### src/rtl/code_memory_loader.sv
// Boot-time code memory loader: assembles a nibble stream into 16-bit words,
// writes them to code memory, holds the CPU fetch path and verifies a checksum.
module code_memory_loader #(
  parameter int unsigned ADDR_WIDTH = 9,
  parameter int unsigned WORD_WIDTH = 16,
  parameter int unsigned MAX_WORDS  = 512
) (
  input  logic                  clk,
  input  logic                  rst,
  input  logic                  in_start,
  input  logic [3:0]            in_nibble,
  input  logic                  in_nibble_valid,
  output logic                  out_nibble_ready,
  output logic                  out_wr_en,
  output logic [ADDR_WIDTH-1:0] out_wr_addr,
  output logic [WORD_WIDTH-1:0] out_wr_data,
  output logic                  out_cpu_hold,
  output logic                  out_done,
  output logic                  out_error,
  output logic [ADDR_WIDTH:0]   out_word_count
);

  localparam int unsigned CNT_W = ADDR_WIDTH + 1;
  localparam int unsigned LEN_W = 12;
  localparam int unsigned SUM_W = 8;

  localparam logic [2:0] IDLE  = 3'd0;
  localparam logic [2:0] LEN   = 3'd1;
  localparam logic [2:0] DATA  = 3'd2;
  localparam logic [2:0] WRITE = 3'd3;
  localparam logic [2:0] CHK   = 3'd4;
  localparam logic [2:0] DONE  = 3'd5;
  localparam logic [2:0] ERROR = 3'd6;

  logic [2:0]            state_q, state_d;
  logic [1:0]            idx_q, idx_d;
  logic [LEN_W-1:0]      len_q, len_d;
  logic [WORD_WIDTH-1:0] word_q, word_d;
  logic [SUM_W-1:0]      sum_q, sum_d;
  logic [3:0]            chk_hi_q, chk_hi_d;
  logic [CNT_W-1:0]      cnt_q, cnt_d;
  logic                  wr_en_q, wr_en_d;
  logic [ADDR_WIDTH-1:0] wr_addr_q, wr_addr_d;
  logic [WORD_WIDTH-1:0] wr_data_q, wr_data_d;
  logic                  hold_q, hold_d;
  logic                  done_q, done_d;
  logic                  error_q, error_d;
  logic                  ready_q, ready_d;
  logic                  accept_c;
  logic [CNT_W-1:0]      cnt_inc_c;

  assign accept_c  = in_nibble_valid && ready_q;
  assign cnt_inc_c = cnt_q + CNT_W'(1);

  // State and datapath registers; reset returns to IDLE with every output low.
  always_ff @(posedge clk) begin
    if (rst) begin
      state_q   <= IDLE;
      idx_q     <= '0;
      len_q     <= '0;
      word_q    <= '0;
      sum_q     <= '0;
      chk_hi_q  <= '0;
      cnt_q     <= '0;
      wr_en_q   <= 1'b0;
      wr_addr_q <= '0;
      wr_data_q <= '0;
      hold_q    <= 1'b0;
      done_q    <= 1'b0;
      error_q   <= 1'b0;
      ready_q   <= 1'b0;
    end else begin
      state_q   <= state_d;
      idx_q     <= idx_d;
      len_q     <= len_d;
      word_q    <= word_d;
      sum_q     <= sum_d;
      chk_hi_q  <= chk_hi_d;
      cnt_q     <= cnt_d;
      wr_en_q   <= wr_en_d;
      wr_addr_q <= wr_addr_d;
      wr_data_q <= wr_data_d;
      hold_q    <= hold_d;
      done_q    <= done_d;
      error_q   <= error_d;
      ready_q   <= ready_d;
    end
  end

  // Next-state and next-output logic; outputs are registered from the next state.
  always_comb begin
    state_d   = state_q;
    idx_d     = idx_q;
    len_d     = len_q;
    word_d    = word_q;
    sum_d     = sum_q;
    chk_hi_d  = chk_hi_q;
    cnt_d     = cnt_q;
    wr_en_d   = 1'b0;
    wr_addr_d = wr_addr_q;
    wr_data_d = wr_data_q;
    hold_d    = hold_q;
    done_d    = done_q;
    error_d   = error_q;

    case (state_q)
      IDLE, DONE, ERROR: begin
        if (in_start) begin
          state_d = LEN;
          hold_d  = 1'b1;
          done_d  = 1'b0;
          error_d = 1'b0;
          cnt_d   = '0;
          sum_d   = '0;
          idx_d   = '0;
          len_d   = '0;
        end
      end

      LEN: begin
        if (accept_c) begin
          len_d = {len_q[LEN_W-5:0], in_nibble};
          sum_d = sum_q + SUM_W'(in_nibble);
          if (idx_q == 2'd2) begin
            idx_d = '0;
            if ((len_d == '0) || (len_d > LEN_W'(MAX_WORDS))) begin
              state_d = ERROR;
              error_d = 1'b1;
            end else begin
              state_d = DATA;
            end
          end else begin
            idx_d = idx_q + 2'd1;
          end
        end
      end

      DATA: begin
        if (accept_c) begin
          word_d = {word_q[WORD_WIDTH-5:0], in_nibble};
          sum_d  = sum_q + SUM_W'(in_nibble);
          if (idx_q == 2'd3) begin
            idx_d     = '0;
            state_d   = WRITE;
            wr_en_d   = 1'b1;
            wr_addr_d = cnt_q[ADDR_WIDTH-1:0];
            wr_data_d = word_d;
          end else begin
            idx_d = idx_q + 2'd1;
          end
        end
      end

      // Single-cycle strobe; the count advances at the edge that ends it.
      WRITE: begin
        cnt_d = cnt_inc_c;
        if (LEN_W'(cnt_inc_c) == len_q) begin
          state_d = CHK;
        end else begin
          state_d = DATA;
        end
      end

      CHK: begin
        if (accept_c) begin
          if (idx_q == 2'd0) begin
            chk_hi_d = in_nibble;
            idx_d    = 2'd1;
          end else begin
            idx_d = '0;
            if ({chk_hi_q, in_nibble} == sum_q) begin
              state_d = DONE;
              done_d  = 1'b1;
              hold_d  = 1'b0;
            end else begin
              state_d = ERROR;
              error_d = 1'b1;
              hold_d  = 1'b1;
            end
          end
        end
      end

      default: begin
        state_d = IDLE;
      end
    endcase

    ready_d = (state_d == LEN) || (state_d == DATA) || (state_d == CHK);
  end

  assign out_nibble_ready = ready_q;
  assign out_wr_en        = wr_en_q;
  assign out_wr_addr      = wr_addr_q;
  assign out_wr_data      = wr_data_q;
  assign out_cpu_hold     = hold_q;
  assign out_done         = done_q;
  assign out_error        = error_q;
  assign out_word_count   = cnt_q;

endmodule

### config.mk
export PLATFORM = sky130hd
export DESIGN_NAME = code_memory_loader
export DESIGN_NICKNAME = d
export VERILOG_FILES = /design/src/rtl/code_memory_loader.sv
export SDC_FILE = /design/constraint.sdc
export NUM_CORES = 1
export LEC_CHECK = 0
export ABC_CLOCK_PERIOD_IN_PS = 3600
export CAP_MARGIN = 15
export CORE_MARGIN = 8
export CORE_UTILIZATION = 45
export DETAILED_ROUTE_END_ITERATION = 16
export HOLD_SLACK_MARGIN = 0.1
export PLACE_DENSITY = 0.72
export SYNTH_ARGS = -nofsm -noshare
export SYNTH_HDL_FRONTEND = slang
export SYNTH_SLANG_ARGS = --single-unit
### constraint.sdc
create_clock -name clk -period 3.6 [get_ports clk]
set_clock_uncertainty 0.1 [all_clocks]
set_input_delay 1.08 -clock clk [delete_from_list [all_inputs] [get_ports clk]]
set_output_delay 1.08 -clock clk [all_outputs]
set_load 0.03 [all_outputs]
==> results.cfg <==
[floorplanning]
die_height_um = 110
dieArea_um2 = 12200
io_pins = 48
start_util_pct = 46.3
rows = 34
chipWidth_um = 110
coreArea_um2 = 8680

[global_routing]
grt_max_degree = 38
overflow = 0
grt_usage_pct = 16.2
grt_use_met2_pct = 26.4
gr-usage-met3_pct = 3.63
antenna_found_initial = 0
met1_usage_pct = 20.0
busiest_layer = met2
grt_pass1_vias = 3525
grt_pass1_wl_um = 16800

[clock_network]
numCtsBuffers = 9
cts.sinks = 81
cts_tree = done
clk_pin_slew_ns = 0.09
clk_path_buf_depth = 2
cts_htree_levels = 3
cts_hold_buffers = 0
post_cts_buffers = 0
cts_root_buf = clkbuf_8
clk_latency_ns = 0.36
ctsResizeCount = 0

[sta]
worst_pin_slew_ns = 0.699
period_minus_slack_ns = 3.10
worst_hold_slack_ns = 0.355
setup-violations-final = 0
timing.final.ws_setup_ns = 0.498
finalSetupTns_ns = 0
max_slew_margin_pct = 53.3
finalCritPeriodShare_pct = 86.2
max_freq_mhz = 322
maxSlewViolCount = 0
rsz0062_at_grt = false
report.final.hold_viol_count = 0

[final_layout]
fin_util_pct = 55.6
final_nets = 570
drive_gt1_share_pct = 7.73
fin_cells = 664
seqCellArea_um2 = 1620
fillCellCount = 844
multi_input_area_um2 = 2240
syn_to_final_growth_pct = 20.3
n_antenna_cell = 0

[critical_path]
crit_arrival_ns = 3.26
path_max_fanout = 4
r2r_start = out_word_count[0]
end_kind = flop
cp_data_required_time_ns = 3.76
critical_path_class = in2reg
ff2ff_path_depth = 6
reg2reg_to = state_q[1]
start_kind = input pin
regToRegSetupSlack_ns = 0.96

[route]
dr_total_vias = 3762
firstDrtPassIters = 4
vias_per_cell = 5.67
wl_um = 10200
ant_nets = 0
drc = 0
drt_iter0_markers = 191
wl_per_cell_um = 15.3

[worst_hold_path]
worstHoldStart = len_q[10]
hold_depth = 2
holdPathEnd = len_q[10]
hold_class = reg2reg

[logic_synthesis]
synthMuxAreaShare_pct = 1.03
syn_inst = 510
synth_top_family_by_area = simple AND/OR/NAND/NOR gates
synth_flop_cell = dfxtp_1
synth-adder-area-share_pct = 3.62
syn_area_um2 = 4010
synth_edf_count = 0
synth-async-reset-ratio_pct = 0
netlist.area_leader.share_pct = 40.4
ys_ff_latch = 81
synth_largest_area_cell = dfxtp_1
synth_most_common_cell = nand2_1
ys_top_cells_by_count = 106 x nand2_1, 81 x dfxtp_1, 78 x a21oi_1
synthSimpleGateAreaFrac_pct = 26.5
yosysUniqueCellTypes = 52
syn_nets = 529
synthXorXnorAreaFrac_pct = 4.36
yosys_warnings = 0
synth-seq-area-share_pct = 40.4
syn_area_per_cell_um2 = 7.87
synth_compound_gate_area_share_pct = 20.2
yosys-top-cells-area = dfxtp_1 40%, nand2_1 9.9%, a21oi_1 9.7%

[placed_design]
place.gp.congestion = 0.891
dp_cells = 648
io_buffers = 47
dpl.hpwl_um = 7250
dpl_worst_slack_ns = 0.128

[pwr]
irDropWorstVdd_uv = 236
leakage_nw = 1.71
p_per_area_nw_per_um2 = 380

[outcome]
status = complete, no violations

[run]
maxCapViolations = 0
[cell usage in the layout (no fill, tap or decap), types with 3 or more instances in the layout]
master / count
a211oi_1: 4
a21o_1: 5
a21oi_1: 78
a22oi_1: 8
and2_1: 3
and3_1: 4
buf_4: 15
clkbuf_8: 9
clkdlybuf4s50_1: 46
dfxtp_1: 81
ha_1: 10
inv_1: 7
mux2i_1: 3
nand2_1: 106
nand3_1: 9
nand3b_1: 15
nand4_1: 3
nor2_1: 38
nor2b_1: 7
nor3_1: 6
o21a_1: 4
o21ai_0: 14
o31ai_1: 5
or3_1: 7
or4_1: 5
xnor2_1: 11
xor2_1: 9
[registers in the layout, indices dropped and copies added (netlist names)]
signal and flops:
idx_q 2, out_wr_addr 9, out_done 1, out_error 1, word_q 12, out_cpu_hold 1
chk_hi_q 4, out_wr_data 16, out_word_count 10, sum_q 8, out_wr_en 1, out_nibble_ready 1
state_q 3, len_q 12
[layer usage]
layer / vias up / wire length, um
li1: 1860 / -
met1: 1795 / 4550
met2: 90 / 4910
met3: 17 / 542
met4: 0 / 184
met5: - / 0
[report_power, final]
part / internal, mW / leakage, nW / switching [mW]
Sequential: 0.903 / 0.654 / 0.0113
Clock: 0.405 / 0.114 / 0.373
Combinational: 0.0577 / 0.937 / 0.0845
[kinds of logic after synthesis]
family,count (synthesis)
muxes,4
adders and majority gates,11
AOI/OAI and AO/OA,134
buffers and inverters,39
xor gates and xnor gates,20
DFF,81
and+or+nand+nor,221
[final cells by class]
type,instances,share of cell area [%]
tap,108,2.80
timing repair buffer,62,12.0
multi-input combinational,390,46.3
sequential,81,33.6
inverter,7,0.544
clock inverter,7,2.23
clock buffer,9,2.57
[worst max-delay path, cell delays in order]
cell and delay, ns:
clkdlybuf4s50_1 0.43, ha_1 0.36, or4_1 0.49, nor2_1 0.20, a21oi_1 0.12, or2_2 0.30, o31a_1 0.29
[stage by stage]
stage | power, mW | area, um2
detailed placement | 1.08 | 4600
global placement | 1.07 | 4600
global route | 1.90 | 4830
CTS | 1.85 | 4830
finish | 1.83 | 4830
floorplan | 1.02 | 4010
[worst max-delay path by stage]
stage / to / slack, ns / cells after the start / from
after floorplan: state_q[1] / 0.72 / 6 / in_nibble[1]
after global placement: state_q[1] / 0.20 / 7 / in_nibble[1]
after detailed placement: state_q[1] / 0.13 / 7 / in_nibble[3]
after CTS: state_q[1] / 0.51 / 7 / in_nibble[3]
after global routing: state_q[1] / 0.45 / 7 / in_nibble[3]
final: state_q[1] / 0.50 / 7 / in_nibble[3]
No activity file was read; power rests on OpenSTA's default activity.
